### src/rtl/fuzz_round_ctrl.sv
// Fuzzing-round sequencer: holds the DUT in reset, runs it, detects pass/timeout, drains and reloads.
// Optional macro FUZZ_COV_STALL_EN compiles in coverage-stall detection as an extra interrupt source.
module fuzz_round_ctrl #(
   parameter int COV_W          = 30,
   parameter int MAX_WAIT_CYCLE = 1000,
   parameter int WATCHDOG_LIMIT = 50000,
   parameter int RESET_HOLD     = 4,
   parameter int DRAIN_CYCLES   = 5
) (
   input  logic              clock,
   input  logic              reset,
   input  logic [63:0]       tohost,
   input  logic [COV_W-1:0]  cov,
   input  logic              reload_ack,
   input  logic              halt_req,
   output logic              dut_reset,
   output logic              clock_en,
   output logic              reload_req,
   output logic              interrupt,
   output logic              round_done,
   output logic [1:0]        round_result,
   output logic [31:0]       round_count,
   output logic              halted
);

   typedef enum logic [2:0] {HOLD, RUN, DRAIN, RELOAD, HALT} state_t;

   state_t      state, state_nxt;
   logic [31:0] phase_cnt;
   logic [31:0] watchdog;
   logic        halt_latch;
   logic        pass_hit, wd_hit, wd_near, run_exit, stall_hit;

   function automatic logic [31:0] sat_inc(input logic [31:0] v, input logic [31:0] lim);
      return (v >= lim) ? v : v + 32'd1;
   endfunction

   assign pass_hit = tohost[0];
   assign wd_hit   = watchdog >= 32'(WATCHDOG_LIMIT);
   assign wd_near  = watchdog >= 32'(WATCHDOG_LIMIT - 1);
   assign run_exit = (state == RUN) && (pass_hit || wd_hit);

`ifdef FUZZ_COV_STALL_EN
   logic [COV_W-1:0] pre_cov;
   logic [31:0]      stall_cnt;
   logic [31:0]      stall_thr;
   logic             unused_inputs;

   // Threshold scales with coverage: one MAX_WAIT_CYCLE step per 2^19 of coverage sum.
   assign stall_thr     = 32'(MAX_WAIT_CYCLE) * (32'(cov >> 19) + 32'd1);
   assign stall_hit     = stall_cnt >= stall_thr;
   assign unused_inputs = ^tohost[63:1];

   always_ff @(posedge clock or posedge reset) begin
      if (reset) begin
         pre_cov   <= '0;
         stall_cnt <= '0;
      end else if (state == RUN) begin
         if (cov != pre_cov) begin
            pre_cov   <= cov;
            stall_cnt <= '0;
         end else begin
            stall_cnt <= sat_inc(stall_cnt, 32'hFFFF_FFFF);
         end
      end else begin
         pre_cov   <= '0;
         stall_cnt <= '0;
      end
   end
`else
   logic unused_inputs;

   assign stall_hit     = 1'b0;
   assign unused_inputs = ^{tohost[63:1], cov};
`endif

   always_comb begin
      state_nxt  = state;
      dut_reset  = 1'b1;
      clock_en   = 1'b0;
      reload_req = 1'b0;
      halted     = 1'b0;
      case (state)
         HOLD: begin
            clock_en = 1'b1;
            if (phase_cnt == 32'(RESET_HOLD - 1)) state_nxt = RUN;
         end
         RUN: begin
            dut_reset = 1'b0;
            clock_en  = 1'b1;
            if (pass_hit || wd_hit) state_nxt = DRAIN;
         end
         DRAIN: begin
            if (phase_cnt == 32'(DRAIN_CYCLES - 1)) state_nxt = halt_latch ? HALT : RELOAD;
         end
         RELOAD: begin
            reload_req = 1'b1;
            if (reload_ack) state_nxt = HOLD;
         end
         HALT: begin
            halted = 1'b1;
         end
         default: state_nxt = HOLD;
      endcase
   end

   always_ff @(posedge clock or posedge reset) begin
      if (reset) begin
         state        <= HOLD;
         phase_cnt    <= '0;
         watchdog     <= '0;
         halt_latch   <= 1'b0;
         interrupt    <= 1'b0;
         round_done   <= 1'b0;
         round_result <= 2'b00;
         round_count  <= '0;
      end else begin
         state      <= state_nxt;
         halt_latch <= halt_latch | halt_req;
         round_done <= 1'b0;

         // Phase counter times HOLD and DRAIN; restarts on every state change.
         if ((state_nxt == state) && ((state == HOLD) || (state == DRAIN)))
            phase_cnt <= phase_cnt + 32'd1;
         else
            phase_cnt <= '0;

         if (state == RUN)
            watchdog <= sat_inc(watchdog, 32'(WATCHDOG_LIMIT));
         else
            watchdog <= '0;

         if (state == RUN) begin
            if (pass_hit || wd_hit)
               interrupt <= 1'b0;
            else if (stall_hit || wd_near)
               interrupt <= 1'b1;
         end else begin
            interrupt <= 1'b0;
         end

         if (run_exit) begin
            round_done   <= 1'b1;
            round_result <= pass_hit ? 2'b01 : 2'b10;
            round_count  <= round_count + 32'd1;
         end
      end
   end

endmodule
### config.mk
export PLATFORM = sky130hd
export DESIGN_NAME = fuzz_round_ctrl
export DESIGN_NICKNAME = d
export VERILOG_FILES = /design/src/rtl/fuzz_round_ctrl.sv
export SDC_FILE = /design/constraint.sdc
export NUM_CORES = 1
export LEC_CHECK = 0
export ABC_AREA = 1
export BUFFER_PORTS_ARGS = -buffer_cell sky130_fd_sc_hd__buf_2
export CAP_MARGIN = 15
export CORE_MARGIN = 2
export CORE_UTILIZATION = 40
export CTS_BUF_LIST = sky130_fd_sc_hd__clkbuf_2 sky130_fd_sc_hd__clkbuf_4 sky130_fd_sc_hd__clkbuf_8
export DETAILED_ROUTE_END_ITERATION = 16
export GPL_TIMING_DRIVEN = 1
export PLACE_DENSITY = 0.62
export SYNTH_ARGS = -nofsm -noshare
export SYNTH_HDL_FRONTEND = slang
export SYNTH_SLANG_ARGS = --single-unit
### constraint.sdc
create_clock -name clock -period 8.15 [get_ports clock]
set_input_delay 1.2225 -clock clock [delete_from_list [all_inputs] [get_ports clock]]
set_output_delay 1.2225 -clock clock [all_outputs]
set_load 0.01 [all_outputs]
* Word-level counts from Yosys, hierarchy flattened
Index checks and enable logic that the tools add are counted.
Storage, ports and cells: output and inout bits 40, bits in registers 104, input port bits 98
Operators by class: add/sub/neg operators 3, bitwise operators 1, $lt $le $gt $ge 2, eq/ne operators 9, reductions and logical operators 6, mux-type cells 18
Operators by type and width (count):
- $add 32x1->32 const B | 3
- $mux 32 | 3
- $ge 32x16->1 const B | 2
- $eq 32x2->1 const B | 1
- $eq 32x3->1 const B | 1
- $mux 3 | 5
- $pmux 3 s5 | 1
- $mux 1 | 8
- $eq 3x2->1 const B | 2
- $eq 3x1->1 const B | 1
- $eq 3x3->1 | 1
- $eq 3x3->1 const B | 1
- $logic_not 3->1 | 1
- $ne 3x2->1 const B | 1
- $logic_and 1x1->1 | 2
- $logic_or 1x1->1 | 2
- $mux 2 | 1
- $ne 2x2->1 const B | 1
- $reduce_or 2->1 | 1
- $or 1x1->1 | 1

* Longest topological paths before layout
depth in word-level cells 7, gate-level depth with buffers 12, gate-level depth less buffers 11

* Worst setup path after synthesis
No wires, ideal clock.
kind register -> output, start point register state[1], end point output port dut_reset, arrival time 1.194 ns, stages on the path, launching flop included 5, required time 6.928 ns, buffers on the path 2, setup slack 5.734 ns, cells stage by stage dfrtp_1 nor2_1 nand2_1 buf_2 buf_1
Between the ends: word-level cells in the longest chain between the ends 2
Ends and longest elaborated chain:
- from (decl) | line 28 | state_t state, state_nxt;
- from (signal assigned) | line 118 | state <= state_nxt;
- $eq 3x1->1 | line 83 | case (state)
- $mux 1 | line 83
- to (decl) | line 16 | output logic dut_reset,
Every way passes these cells.

* Worst setup path after layout
Same ends and word-level chain as after synthesis.

==> summary.md <==
| Metric | Value |
|---|---|
| CTS buffer count | 9 |
| Final design utilization | 44.3% |
| Data required, critical path | 6.93 ns |
| DRC viols | 0 |
| Seq cells post-synth | 104 |
| Synthesized cell area | 6170 um^2 |
| Achievable Freq | 0.323 GHz |
| Max VDD drop | 0.0911 mV |
| Synth Flop Type | dfrtp_1 |
| Fillcell total | 1,540 |
| Min Clock Period, post-route | 3.10 ns |
| Vias | 5,088 |
| Worst-path clk slew | 0.11 ns |
| Post-route ant nets | 0 |
| Hold buffer count at CTS | 0 |
| Layout cells sized above 1 | 12.8% |
| CTS Buffer Depth | 2 |
| Drt first pass iters | 5 |
| RSZ-0062 raised after global routing | false |
| Setup ws final | 5.05 ns |
| Setup Buffers After CTS | 0 |
| Final Setup Violations | 0 |
| Die height | 128 um |
| Worst path bufs/invs | 1 |
| Hold Fails Final Rpt | 0 |
| DP Area | 6490 um^2 |
| Vias per inst | 4.82 |
| Initial Util | 40.7% |
| Largest net degree at the start of global routing | 61 |
| Max capacitance violation total | 0 |
| Pins Over Slew Limit | 0 |
| Tightest Pin Transition | 1.03 ns |
| Worst Setup End Kind | output pin |
| Finished Cell Area | 6720 um^2 |
| Die width | 128 um |
| # nets final | 965 |
| Ports | 138 |
| Die area | 16,400 um^2 |
| Clock Sink Count | 104 |
| Routed WL | 13,400 um |
| Placement Setup Slack | 5.42 ns |
| Syn. warnings | 0 |
| Setup CP Type | reg2out |
| Slew HR | 31.1% |
| Syn-to-layout area delta | 8.84% |
| Clock root cell | clkbuf_8 |
| Clk Latency, worst-skew pair | 0.38 ns |
| Leakage | 3.06 nW |
| Share of the yosys chip area belonging to registers | 42.2% |
| Core area | 15,100 um^2 |
| First-pass GRT wire length | 22,600 um |
| Worst Path Arrival | 1.88 ns |
| CTS H-tree lvls | 3 |
| Outcome | complete, no violations |
| Synth area leader | dfrtp_1 |
| Crit-path slowest cell | nand2_1 |
| Syn_nets | 925 |
| Largest stage delay, worst path | 0.54 ns |
| PostCTS Resize Cnt | 0 |
| CTS tree | done |
| Period utilization | 38.0% |
| # diodes | 0 |
| Cell area power density | 183 nW/um^2 |
| Synthesized area per cell | 7.51 um^2 |
| Initial antenna violation count | 0 |
| Port Buf Inserts | 44 |
| EDFF count, synth | 0 |
| Setup tns final | 0 ns |
| First DRT Iteration DRCs | 251 |
| CP Launch Type | flop |
| Vias in the first global route | 4,724 |
| GRT Util Overall | 17.0% |
| Remaining Overflow, GRT | 0 |
| Total chip power | 1.23 mW |
| Synth unique cells | 37 |
| Worst-path maximum fanout | 21 |
| Cell Rows | 45 |
| Asr flop ratio synth | 100% |
| Top cells by area, synth | dfrtp_1 (42%), nand2_1 (15%), nor2_1 (7.7%) |
| Cell family with most CP delay | simple AND/OR/NAND/NOR gates |
| Worst Hold Class | reg2reg |
| Dpl hpwl | 9950 um |
| RD Place Congestion | 0.884 |
| Worst Skew | 0.0205 ns |
| Wire length per cell | 12.7 um |
| Post-Synthesis Cells | 822 |
| Post-synth top area share | 42.2% |
| CP cell instances | nor2_1 -> nand2_1 -> buf_2 |
## worst register-to-register path, delay by kind of cell, from the launching register on
family / cells / cell delay (ns)
and+or+nand+nor: 5 / 1.68
buffers and inverters: 1 / 0.46
DFF: 1 / 0.41
## per-stage QoR
stage / hold slack (ns) / instances
after floorplan: 0.460 / 822
after global placement: 0.463 / 1039
after detailed placement: 0.468 / 1039
after CTS: 0.495 / 1055
after global routing: 0.520 / 1055
final: 0.492 / 1055
## cell usage in the layout, fill, tap and decap left out, types with 10 or more instances in the layout
cell type,netlist,layout
o21ai_0,10,10
dfrtp_1,104,104
xnor2_1,16,16
nor2_1,127,127
buf_2,4,44
nand4_1,10,10
nand2_1,246,246
inv_1,89,88
nand3_1,43,43
xor2_1,34,34
nor3_1,56,56
nor3_2,10,10
## final timing paths
kind | start | to | slack, ns | depth (start not counted)
max | state[1]$_DFF_PP0_ | dut_reset | 5.05 | 3
min | round_result[0]$_DFFE_PP0P_ | round_result[0]$_DFFE_PP0P_ | 0.49 | 2
max reg2reg | state[1]$_DFF_PP0_ | phase_cnt[24]$_DFF_PP0_ | 5.50 | 6
min reg2reg | round_result[0]$_DFFE_PP0P_ | round_result[0]$_DFFE_PP0P_ | 0.49 | 2
max in group asynchronous | reset | phase_cnt[8]$_DFF_PP0_ | 6.09 | 3
min in group asynchronous | reset | phase_cnt[31]$_DFF_PP0_ | 0.89 | 2
## kinds of logic after synthesis
group / share of synthesized area, %
AO/OA/AOI/OAI: 4.76
XOR/XNOR: 7.10
adder cells (fa/ha/maj): 1.01
buffers and inverters: 7.93
flip-flops: 42.2
AND/OR/NAND/NOR: 37.0
## power breakdown
group | internal, mW | total, mW | leakage [nW] | switching (mW)
Sequential | 0.547 | 0.578 | 1.43 | 0.0310
Clock | 0.179 | 0.362 | 0.112 | 0.184
Combinational | 0.0743 | 0.291 | 1.51 | 0.217
Total | 0.800 | 1.23 | 3.06 | 0.432
## layer usage
metal  GRT usage (%)  vias to the layer above  routed length [um]
met3            3.55                       14                 374
met5               0                        -                   0
met1            22.4                     2360                6520
met2            28.6                       61                6250
li1                -                     2653                   -
met4            4.52                        0                 213
## cell type report
cell class                      count  area [um^2]  area share, %
Clock inverter                      6         92.6           1.38
Tap cell                          188          235           3.50
Sequential cell                   104         2600           38.7
Clock buffer                       10          131           1.96
Inverter                           92          348           5.18
Timing Repair Buffer               45          228           3.39
Multi-Input combinational cell    610         3080           45.8
## synth_stat cells (10+ instances only)
cell type and count:
nor2_1 127, xor2_1 34, nand4_1 10, xnor2_1 16, buf_6 10, nand3_1 43, nand2_1 246, o21ai_0 10
nor3_2 10, dfrtp_1 104, nor3_1 56, inv_1 89
## state kept, by name (all words and copies together) (netlist names)
register,flops
halt_latch,1
watchdog,32
interrupt,1
round_done,1
round_result,2
round_count,32
state,3
phase_cnt,32
Note: power is estimated with default switching activity, not from simulation.
